<file path="config.mk">
export PLATFORM = sky130hd
export DESIGN_NAME = syscall_input_port
export DESIGN_NICKNAME = d
export VERILOG_FILES = /design/src/rtl/syscall_input_port.sv
export SDC_FILE = /design/constraint.sdc
export NUM_CORES = 1
export LEC_CHECK = 0
export ABC_AREA = 1
export BUFFER_PORTS_ARGS = -buffer_cell sky130_fd_sc_hd__buf_2
export CORE_MARGIN = 3
export CORE_UTILIZATION = 45
export DETAILED_ROUTE_END_ITERATION = 12
export GPL_TIMING_DRIVEN = 0
export MAX_ROUTING_LAYER = met4
export PLACE_DENSITY = 0.66
export SETUP_SLACK_MARGIN = 0.3
export SLEW_MARGIN = 20
export SYNTH_ARGS = -nofsm -noshare
export SYNTH_HDL_FRONTEND = slang
export SYNTH_SLANG_ARGS = --single-unit
export TNS_END_PERCENT = 20
</file>
<file path="constraint.sdc">
create_clock -name clk -period 3.55 [get_ports clk]
set_input_delay 0.71 -clock clk [delete_from_list [all_inputs] [get_ports clk]]
set_output_delay 0.71 -clock clk [all_outputs]
set_load 0.02 [all_outputs]
</file>
<file path="src/rtl/syscall_input_port.sv">
// Operator hex-word entry for the read-value syscall: stalls the core while
// the user edits eight nibbles with debounced buttons, then returns the word.
module syscall_input_port #(
    parameter int DATA_BITS       = 32,
    parameter int DIGITS          = 8,
    parameter int DEBOUNCE_CYCLES = 20
) (
    input  logic                 clk,
    input  logic                 rst,
    input  logic                 req,
    input  logic                 btn_inc,
    input  logic                 btn_next,
    input  logic                 btn_enter,
    output logic                 stall,
    output logic                 valid,
    output logic [DATA_BITS-1:0] value,
    output logic [DATA_BITS-1:0] edit_buf,
    output logic [2:0]           digit_idx,
    output logic                 editing
);

    localparam int NUM_BTN = 3;
    localparam int CNT_W   = $clog2(DEBOUNCE_CYCLES + 1);
    localparam int BTN_INC = 0;
    localparam int BTN_NXT = 1;
    localparam int BTN_ENT = 2;

    typedef enum logic [1:0] {
        IDLE,
        EDIT,
        DONE
    } state_t;

    state_t state, state_nxt;

    logic [NUM_BTN-1:0] raw_btn;
    logic [NUM_BTN-1:0] sync_0, sync_1, db_level, btn_pulse;
    logic [CNT_W-1:0]   db_cnt [NUM_BTN];

    logic start_entry, do_commit, do_next, do_inc;

    assign raw_btn = {btn_enter, btn_next, btn_inc};

    // Synchronise, debounce, and turn each debounced rising edge into a pulse
    // that lines up with the cycle the debounced level goes high.
    always_ff @(posedge clk or posedge rst) begin
        if (rst) begin
            sync_0    <= '0;
            sync_1    <= '0;
            db_level  <= '0;
            btn_pulse <= '0;
            for (int i = 0; i < NUM_BTN; i++) begin
                db_cnt[i] <= '0;
            end
        end else begin
            sync_0    <= raw_btn;
            sync_1    <= sync_0;
            btn_pulse <= '0;
            for (int i = 0; i < NUM_BTN; i++) begin
                if (sync_1[i] != db_level[i]) begin
                    if (db_cnt[i] == CNT_W'(DEBOUNCE_CYCLES - 1)) begin
                        db_level[i]  <= sync_1[i];
                        db_cnt[i]    <= '0;
                        btn_pulse[i] <= sync_1[i];
                    end else begin
                        db_cnt[i] <= db_cnt[i] + CNT_W'(1);
                    end
                end else begin
                    db_cnt[i] <= '0;
                end
            end
        end
    end

    always_ff @(posedge clk or posedge rst) begin
        if (rst) begin
            state <= IDLE;
        end else begin
            state <= state_nxt;
        end
    end

    // Abort beats every pulse; among pulses enter > next > inc.
    always_comb begin
        state_nxt   = state;
        start_entry = 1'b0;
        do_commit   = 1'b0;
        do_next     = 1'b0;
        do_inc      = 1'b0;
        case (state)
            IDLE: begin
                if (req) begin
                    state_nxt   = EDIT;
                    start_entry = 1'b1;
                end
            end
            EDIT: begin
                if (!req) begin
                    state_nxt = IDLE;
                end else if (btn_pulse[BTN_ENT]) begin
                    state_nxt = DONE;
                    do_commit = 1'b1;
                end else if (btn_pulse[BTN_NXT]) begin
                    do_next = 1'b1;
                end else if (btn_pulse[BTN_INC]) begin
                    do_inc = 1'b1;
                end
            end
            DONE: begin
                state_nxt = IDLE;
            end
            default: begin
                state_nxt = IDLE;
            end
        endcase
    end

    always_ff @(posedge clk or posedge rst) begin
        if (rst) begin
            valid     <= 1'b0;
            value     <= '0;
            edit_buf  <= '0;
            digit_idx <= '0;
        end else begin
            valid <= do_commit;
            if (start_entry) begin
                edit_buf  <= '0;
                digit_idx <= '0;
            end
            if (do_commit) begin
                value <= edit_buf;
            end
            if (do_next) begin
                digit_idx <= (digit_idx == 3'(DIGITS - 1)) ? 3'd0 : digit_idx + 3'd1;
            end
            // Nibble wraps on its own; no carry into the neighbour.
            if (do_inc) begin
                edit_buf[4*int'(digit_idx) +: 4] <= edit_buf[4*int'(digit_idx) +: 4] + 4'd1;
            end
        end
    end

    assign stall   = req & ~rst & (state != DONE);
    assign editing = (state == EDIT);

endmodule

</file>
# Yosys cells after proc, flatten, opt, wreduce, memory -nomap -nowiden
# Cells that the tools add are included.
[totals] out_inout_bits=70 reg_bits=97 inputBits=6 word_cells=79
[op_classes] addsub=6 n_mux=36 n_bitwise=3 n_eq_ne=11 n_reduce_logical=6 shift=3
[op_table] cell="$mux 32" count=2
[op_table] cell="$neg 5->33" count=1
[op_table] cell="$shift 4x33->32 const A" count=1
[op_table] cell="$shiftx 4x33->32" count=1
[op_table] cell="$bwmux 32" count=1
[op_table] cell="$shiftx 32x6->4" count=1
[op_table] cell="$mux 5" count=6
[op_table] cell="$mux 1" count=20
[op_table] cell="$add 5x1->5 const B" count=3
[op_table] cell="$eq 5x5->1 const B" count=3
[op_table] cell="$mux 3" count=3
[op_table] cell="$reduce_and 2->1" count=4
[op_table] cell="$mux 2" count=3
[op_table] cell="$add 4x1->4 const B" count=1
[op_table] cell="$ne 2x2->1 const B" count=2
[op_table] cell="$pmux 2 s2" count=1
[op_table] cell="$add 3x1->3 const B" count=1
[op_table] cell="$eq 3x3->1 const B" count=1
[op_table] cell="$ne 1x1->1" count=3
[op_table] cell="$ne 3x2->1 const B" count=1
[op_table] cell="$and 1x1->1" count=2
[op_table] cell="$eq 2x1->1 const B" count=1
[op_table] cell="$logic_not 2->1" count=1
[op_table] cell="$reduce_bool 2->1" count=1
[op_table] cell="$not 1->1" count=1

# Longest topological paths before layout
# Gate-level depths: netlist of the first run.
[logic_depth] ltp_word=6 ltp_mapped=13 mapped_depth_nobuf=12

# Least setup slack after synthesis of the first run
# No wires, ideal clock.
[synth_path] kind="register -> register" startpoint="reg digit_idx[1]" endpoint="reg edit_buf[19]" arrival_time_ns=2.038 setup_ns=0.096 path_stages_with_launch=9 path_slack_ns=1.417 period_less_slack_ns=2.133 path_buffers=2 required_time_ns=3.454 cell_sequence="dfrtp_1 -> buf_2 -> inv_1 -> buf_4 -> ha_1 -> ha_1 -> nor4_1 -> nand3_2 -> o31ai_1"
[synth_via] elab_chain_cells=5 elab_cells_between_ends=7 classes_between="add/sub (2); shift (3); mux (2)"
[synth_lines] element="start: declaration" line_no="18" source="output logic [2:0] digit_idx,"
[synth_lines] element="start signal: assignment" line_no="134" source="digit_idx <= (digit_idx == 3'(DIGITS - 1)) ? 3'd0 : digit_idx + 3'd1;"
[synth_lines] element="$shiftx 32x6->4" line_no="138" source="edit_buf[4*int'(digit_idx) +: 4] <= edit_buf[4*int'(digit_idx) +: 4] + 4'd1;"
[synth_lines] element="$add 4x1->4" line_no="138"
[synth_lines] element="$shiftx 4x33->32" line_no="138"
[synth_lines] element="$bwmux 32 *" line_no="138"
[synth_lines] element="$mux 32 *" line_no="137" source="if (do_inc) begin"
[synth_lines] element="end signal: indexed assignment" line_no="138"
[synth_lines] element="end: declaration" line_no="17" source="output logic [DATA_BITS-1:0] edit_buf,"
# Mark *: on every way between the ends. The rest lies on a longest branch, timed or not.
# A chain may end at the register's enable or synchronous reset.

# Final worst setup path of the first run
[layout_path] startpoint="reg digit_idx[0]" endpoint="reg edit_buf[6]"
# Same word-level chain as after synthesis.

==> impl_table.tex, run 1 <==
\begin{tabular}{lr}
\hline
Metric & Value \\
\hline
\multicolumn{2}{l}{\textbf{Die}} \\
\quad Overall die area & 11000 um\^{}2 \\
\quad Number of primary I/O pins & 76 \\
\quad Initial core utilization & 0.471 \\
\quad X dimension of the die & 105 um \\
\quad Vertical die dimension & 105 um \\
\quad Placement Rows & 35 \\
\quad Placeable core region & 9370 um\^{}2 \\
\multicolumn{2}{l}{\textbf{Final layout}} \\
\quad Fin cells & 719 \\
\quad Post-route design area & 5170 um\^{}2 \\
\quad Final nets & 602 \\
\quad Number of inserted diodes & 0 \\
\quad Area Overhead vs Synth & 17.2\% \\
\quad Proportion of layout cells with a drive suffix above 1 & 0.203 \\
\quad Fillcell total & 903 \\
\multicolumn{2}{l}{\textbf{Clock tree}} \\
\quad Register clock-pin slew on the reported worst setup and hold paths & 90 ps \\
\quad Root buffer selected by CTS & clkbuf\_8 \\
\quad Setup Buffers After CTS & 0 \\
\quad Number of clock sinks & 97 \\
\quad CTS buffer count & 9 \\
\quad CTS Buffer Depth & 2 \\
\quad Clock tree from TritonCTS & done \\
\quad CTS Hold Bufs & 0 \\
\quad Number of H-tree levels & 3 \\
\quad Worst-skew pair later-pin latency & 360 ps \\
\quad Post-CTS sizing & 0 \\
\multicolumn{2}{l}{\textbf{Timing}} \\
\quad Min Tclk post-route & 2420 ps \\
\quad Hold violation total from the final report & 0 \\
\quad Worst hold-check slack & 269 ps \\
\quad Max Clock Skew & 11.7 ps \\
\quad Final setup violating endpoints & 0 \\
\quad Slew Limit Fails & 0 \\
\quad Peak clock frequency supported by timing & 414 MHz \\
\quad RSZ-0062 raised after global routing & false \\
\quad Worst slew pin tran & 506 ps \\
\quad Relative slew margins & 0.663 \\
\quad Share of the clock period used by the worst path after layout & 0.681 \\
\multicolumn{2}{l}{\textbf{Setup path}} \\
\quad Capturing instance or port of the critical path & edit\_buf[6] \\
\quad CP Launch Type & flip-flop \\
\quad Length in cells of the worst reg-to-reg path & 12 \\
\quad Crit path kind & flip-flop to flip-flop \\
\quad Origin of the critical flop-to-flop path & digit\_idx[0] \\
\quad CP endpoint kind & flip-flop \\
\quad Capture point of the worst reg-to-reg path & edit\_buf[6] \\
\quad Worst reg2reg setup slack & 1130 ps \\
\quad Worst setup path startpoint & digit\_idx[0] \\
\quad Data arrival time of the worst path & 2710 ps \\
\quad Required time of the critical path & 3840 ps \\
\quad Worst-path fanout max & 10 \\
\multicolumn{2}{l}{\textbf{Power}} \\
\quad Sw frac & 0.274 \\
\quad Clock network fraction of total power & 0.337 \\
\quad Maximum vdd drop & 0.000201 V \\
\quad Switching pwr & 553 uW \\
\quad Combinational share of power & 0.100 \\
\quad Cell internal pwr & 1470 uW \\
\quad Total power divided by cell area & 391 nW/um\^{}2 \\
\quad Static leakage & 0.00273 uW \\
\quad Fraction of power consumed by sequential logic & 0.563 \\
\multicolumn{2}{l}{\textbf{Global routing}} \\
\quad Via count of the first global-routing pass & 3599 \\
\quad Overall routing resource usage & 0.206 \\
\quad First-pass GRT wire length & 17800 um \\
\quad Number of antenna violations at the first check in global routing & 0 \\
\quad Pin count of the biggest net entering global routing & 80 \\
\quad Overflow after GRT & 0 \\
\multicolumn{2}{l}{\textbf{Placement}} \\
\quad Final estimated routing congestion in global placement & 0.906 \\
\quad Sum of net half-perimeters after detailed placement & 7950 um \\
\quad Placed cell count & 703 \\
\quad I/O Buffers & 75 \\
\quad Cell Area, Placed & 4980 um\^{}2 \\
\multicolumn{2}{l}{\textbf{Routing}} \\
\quad Ratio of routed vias to standard cells & 5.12 \\
\quad Post-detailed-route count of antenna-violating nets & 0 \\
\quad Initial DRC Count & 185 \\
\quad Final routed wirelength across all metal layers & 10500 um \\
\quad Detailed-route DRC error count & 0 \\
\quad DR WL/cell & 14.6 um \\
\quad Vias after detailed routing & 3680 \\
\quad First-pass iteration count of the detailed router & 5 \\
\multicolumn{2}{l}{\textbf{Run status}} \\
\quad Outcome & finished clean \\
\multicolumn{2}{l}{\textbf{Logic synthesis}} \\
\quad Share of synthesized area occupied by flip-flops and latches & 0.550 \\
\quad Proportion of netlist area held by the largest area contributor & 0.550 \\
\quad Async set-or-reset flop fraction in the synthesized netlist & 1.00 \\
\quad Dominant cell type by area after synthesis & dfrtp\_1 \\
\quad Flip-flop and latch count after synthesis & 97 \\
\quad Area contributors post-synth & dfrtp\_1 (55\%), nand2\_1 (9.8\%), nand3\_1 (7.1\%) \\
\quad Most used standard cells in the synthesized netlist & nand2\_1 (115), dfrtp\_1 (97), nand3\_1 (63) \\
\quad Distinct cell type count after synthesis & 30 \\
\quad Mapped Nets & 515 \\
\quad Per-instance average area after synthesis & 8.86 um\^{}2 \\
\quad Dominant cell by count in the synthesized netlist & nand2\_1 \\
\quad Area of the mapped netlist & 4410 um\^{}2 \\
\quad Warnings, synthesis & 0 \\
\quad Top flip-flop cell by instance count after synthesis & dfrtp\_1 \\
\quad Number of enable-type register cells in the synthesized netlist & 0 \\
\quad Cells after synthesis & 498 \\
\multicolumn{2}{l}{\textbf{Run}} \\
\quad Max-cap violations & 0 \\
\multicolumn{2}{l}{\textbf{Worst hold path}} \\
\quad Worst hold path class & primary input to async pin \\
\hline
\end{tabular}
-- placed cells by master, fill, tap and decap left out, types with 5 or more instances in the layout --
cell type / n
buf_2: 81
clkbuf_1: 7
clkbuf_8: 11
dfrtp_1: 97
ha_1: 11
inv_1: 54
nand2_1: 115
nand3_1: 63
nand4_1: 5
nor2_1: 30
nor3_1: 5
o21ai_0: 47
o21ai_1: 12
xor2_1: 9
-- per-layer routing --
metal	vias up	routed length, um	GRT usage
met1	1743	4640	0.260
met5	-	0	-
met2	125	5060	0.338
met4	0	182	0.0637
met3	18	598	0.0389
li1	1794	-	-
-- power by group through the flow --
stage               logic (uW)  registers (uW)  clock network (uW)
detailed placement         206            1160                   0
global route               230            1140                 748
global placement           196            1160                   0
finish                     201            1140                 681
CTS                        205            1140                 704
floorplan                  135            1160                   0
-- registers in the layout (all words and copies together) (netlist names), 3 cells and up --
name / cells
btn_pulse: 3
db_cnt: 15
db_level: 3
digit_idx: 3
edit_buf: 32
sync_0: 3
sync_1: 3
value: 32
-- worst max-delay path, cell delays in order, from the launching register on --
cell	delay, ps
dfrtp_1	550
buf_2	290
nand2_1	80
nand3_1	100
nand2_1	60
nand2_1	60
nand2_2	110
ha_1	250
xnor2_2	260
nand2_1	100
nor2_1	220
nand2_1	120
o21ai_1	140
-- how the worst min path moves through the flow --
stage	startpoint	end	slack (ps)	cells after the start
3_3_place_gp	sync_0[1]	sync_1[1]	330	0
6_report	rst	sync_0[0]	270	2
4_1_cts	rst	sync_0[0]	260	2
3_5_place_dp	sync_0[1]	sync_1[1]	340	0
5_1_grt	rst	db_cnt[13]	260	2
2_1_floorplan	sync_0[0]	sync_1[0]	330	0
-- cells by family (layout without fill, tap and decap cells) --
group,after synthesis,after routing,share of synthesized area
AO/OA/AOI/OAI,68,68,0.0814
XOR/XNOR,13,13,0.0275
adder cells (fa/ha/maj),11,11,0.0312
buffers and inverters,74,166,0.0672
flip-flops,97,97,0.550
AND/OR/NAND/NOR,235,235,0.243
-- stage by stage --
step / utilization / total power, uW / setup TNS, ps / setup slack (ps)
floorplan: - / 1300 / 0 / 306
global placement: 0.528 / 1360 / -72110 / -749
detailed placement: 0.532 / 1370 / 0 / 1200
CTS: 0.552 / 2050 / 0 / 1170
global route: 0.552 / 2120 / 0 / 968
finish: 0.552 / 2020 / 0 / 1130
-- area by class of cell --
cell class              count  area (um^2)  area share
well taps                 129          161      0.0312
inverters                  58          223      0.0431
clock buffers              11          151      0.0293
plain buffers              16         78.8      0.0152
multi-input cells         327         1690       0.327
clock inverters             5         37.5     0.00726
repair buffers             76          403      0.0779
flip-flops and latches     97         2430       0.469
Note: power is estimated with default switching activity, not from simulation.
==> run 2, diff against run 1 <==
--- a/config.mk
+++ b/config.mk
@@ -12,7 +12,7 @@
 export DETAILED_ROUTE_END_ITERATION = 12
 export GPL_TIMING_DRIVEN = 0
 export MAX_ROUTING_LAYER = met4
-export PLACE_DENSITY = 0.66
+export PLACE_DENSITY = 0.69
 export SETUP_SLACK_MARGIN = 0.3
 export SLEW_MARGIN = 20
 export SYNTH_ARGS = -nofsm -noshare
==> constraint.sdc (replaced) <==
create_clock -name clk -period 2.1 [get_ports clk]
set_input_delay 0.42 -clock clk [delete_from_list [all_inputs] [get_ports clk]]
set_output_delay 0.42 -clock clk [all_outputs]
set_load 0.02 [all_outputs]
==> impl_table.tex, run 2 (synthesis gave the netlist of run 1 again) <==
\begin{tabular}{lr}
\hline
Metric & Value \\
\hline
\multicolumn{2}{l}{\textbf{Run status}} \\
\quad Outcome & finished clean \\
\multicolumn{2}{l}{\textbf{Power}} \\
\quad Combinational share of power & 0.108 \\
\quad Switching pwr & 967 uW \\
\quad Static leakage & 0.00290 uW \\
\quad Fraction of power consumed by sequential logic & 0.568 \\
\quad Maximum vdd drop & 0.000349 V \\
\quad Cell internal pwr & 2430 uW \\
\quad Clock network fraction of total power & 0.324 \\
\quad Total power divided by cell area & 592 nW/um\^{}2 \\
\quad Sw frac & 0.285 \\
\multicolumn{2}{l}{\textbf{Clock tree}} \\
\quad CTS buffer count & 9 \\
\quad Worst-skew pair later-pin latency & 370 ps \\
\quad CTS Hold Bufs & 0 \\
\quad CTS Buffer Depth & 2 \\
\quad Root buffer selected by CTS & clkbuf\_8 \\
\quad Number of H-tree levels & 3 \\
\quad Number of clock sinks & 97 \\
\quad Clock tree from TritonCTS & done \\
\quad Register clock-pin slew on the reported worst setup and hold paths & 90 ps \\
\multicolumn{2}{l}{\textbf{Timing}} \\
\quad Final setup violating endpoints & 0 \\
\quad Max Clock Skew & 13.9 ps \\
\quad Worst hold-check slack & 151 ps \\
\quad Hold violation total from the final report & 0 \\
\quad Worst slew pin tran & 729 ps \\
\quad Share of the clock period used by the worst path after layout & 0.915 \\
\quad Peak clock frequency supported by timing & 520 MHz \\
\quad Relative slew margins & 0.513 \\
\quad Min Tclk post-route & 1920 ps \\
\quad RSZ-0062 raised after global routing & true \\
\quad Slew Limit Fails & 0 \\
\multicolumn{2}{l}{\textbf{Setup path}} \\
\quad Most numerous cell on the critical path & nand2\_1 \\
\quad Required time of the critical path & 2400 ps \\
\quad Capture point of the worst reg-to-reg path & edit\_buf[27] \\
\quad Cells along the critical path & inv\_4, buf\_12, buf\_4, nand2\_1, nand3\_1, nand2\_1, nand2\_1, nand2\_1, nand3\_1, nand2\_1, nand2\_2, nor2\_4, nand2\_2, o21ai\_2 \\
\quad Biggest cell delay along the critical path & 450 ps \\
\quad CP Launch Type & flip-flop \\
\quad CP endpoint kind & flip-flop \\
\quad Data arrival time of the worst path & 2220 ps \\
\quad Length in cells of the worst reg-to-reg path & 14 \\
\quad Origin of the critical flop-to-flop path & digit\_idx[0] \\
\quad Crit path max-delay cell type & dfrtp\_2 \\
\quad Crit path kind & flip-flop to flip-flop \\
\quad Worst reg2reg setup slack & 180 ps \\
\quad Worst-path fanout max & 6 \\
\multicolumn{2}{l}{\textbf{Routing}} \\
\quad Vias after detailed routing & 3939 \\
\quad First-pass iteration count of the detailed router & 7 \\
\quad Detailed-route DRC error count & 0 \\
\quad Ratio of routed vias to standard cells & 5.26 \\
\quad Post-detailed-route count of antenna-violating nets & 0 \\
\quad Final routed wirelength across all metal layers & 11800 um \\
\quad Initial DRC Count & 181 \\
\quad DR WL/cell & 15.8 um \\
\multicolumn{2}{l}{\textbf{Final layout}} \\
\quad Number of inserted diodes & 0 \\
\quad Most common library cell in the layout ignoring fill and taps & nand2\_1 \\
\quad Final nets & 632 \\
\quad Area Overhead vs Synth & 29.8\% \\
\quad Proportion of layout cells with a drive suffix above 1 & 0.318 \\
\quad Post-route design area & 5730 um\^{}2 \\
\quad Biggest regs & edit\_buf (32), value (32), db\_cnt (15) \\
\quad Top library cells by usage in the layout, fill and taps aside & nand2\_1 (102), dfrtp\_1 (96), buf\_2 (77) \\
\multicolumn{2}{l}{\textbf{Run}} \\
\quad Max-cap violations & 0 \\
\multicolumn{2}{l}{\textbf{Placement}} \\
\quad Final estimated routing congestion in global placement & 0.933 \\
\quad Sum of net half-perimeters after detailed placement & 8090 um \\
\quad I/O Buffers & 75 \\
\quad Cell Area, Placed & 4990 um\^{}2 \\
\multicolumn{2}{l}{\textbf{Worst hold path}} \\
\quad Hold Startpoint & btn\_next \\
\quad Worst hold path class & primary input to flip-flop \\
\quad Hold depth & 1 \\
\quad Terminating pin of the worst hold path & sync\_0[1] \\
\multicolumn{2}{l}{\textbf{Die}} \\
\quad X dimension of the die & 105 um \\
\quad Placeable core region & 9370 um\^{}2 \\
\quad Placement Rows & 35 \\
\quad Initial core utilization & 0.471 \\
\quad Number of primary I/O pins & 76 \\
\quad Vertical die dimension & 105 um \\
\quad Overall die area & 11000 um\^{}2 \\
\multicolumn{2}{l}{\textbf{Global routing}} \\
\quad Pin count of the biggest net entering global routing & 36 \\
\quad First-pass GRT wire length & 19000 um \\
\quad Overflow after GRT & 0 \\
\quad Overall routing resource usage & 0.223 \\
\quad Via count of the first global-routing pass & 3838 \\
\quad Number of antenna violations at the first check in global routing & 0 \\
\hline
\end{tabular}
run 2: how the worst max path moves through the flow:
stage            startpoint            to  slack, ps  depth (start not counted)
2_1_floorplan  digit_idx[1]  edit_buf[19]        -30                          8
3_3_place_gp   digit_idx[0]   edit_buf[6]       -210                         12
3_5_place_dp   digit_idx[0]   edit_buf[6]       -210                         12
4_1_cts            state[1]   edit_buf[8]        260                          8
5_1_grt        digit_idx[0]  edit_buf[11]         60                         14
6_report       digit_idx[0]  edit_buf[27]        180                         14
run 2: final cells by class:
cell class              count  area (um^2)
fillers                   839         3640
flip-flops and latches     97         2430
multi-input cells         327         1940
repair buffers            106          672
inverters                  58          234
well taps                 129          161
clock buffers              10          128
plain buffers              16          120
clock inverters             6         43.8
run 2: what timing repair did:
item                       4_1_cts  5_1_grt
setup endpoints to repair       33       65
pin swaps                       16       24
gates resized for setup         59       27
hold endpoints to repair         0        0
setup buffers                   22        7
run 2: critical path: cells and delay by family (launching register included):
| family | cells | cell delay (ps) |
|---|---|---|
| AND/OR/NAND/NOR | 10 | 920 |
| flip-flops | 1 | 450 |
| buffers and inverters | 3 | 340 |
| AO/OA/AOI/OAI | 1 | 130 |
run 2: power by group through the flow:
| stage | sequential (uW) | clock, uW | combinational [uW] |
|---|---|---|---|
| floorplan | 1960 | 0 | 228 |
| global route | 1930 | 1200 | 410 |
| finish | 1930 | 1100 | 366 |
| CTS | 1930 | 1120 | 352 |
| global placement | 1960 | 0 | 330 |
| detailed placement | 1960 | 0 | 352 |
run 2: per-layer routing:
metal,part of all wire,GRT usage,vias to the layer above
met2,0.50,0.374,118
met5,0,-,-
li1,-,-,1858
met1,0.41,0.267,1920
met3,0.046,0.0364,43
met4,0.042,0.0965,0
run 2: through the flow:
step | util | setup TNS (ps) | worst slack, ps | total power, uW | std cells
floorplan | - | -33.3 | -33.2 | 2190 | 498
global placement | 0.529 | -12000 | -209 | 2290 | 702
detailed placement | 0.533 | -3100 | -213 | 2310 | 704
CTS | 0.593 | 0 | 257 | 3400 | 742
global route | 0.611 | 0 | 60.0 | 3550 | 749
finish | 0.611 | 0 | 179 | 3400 | 749
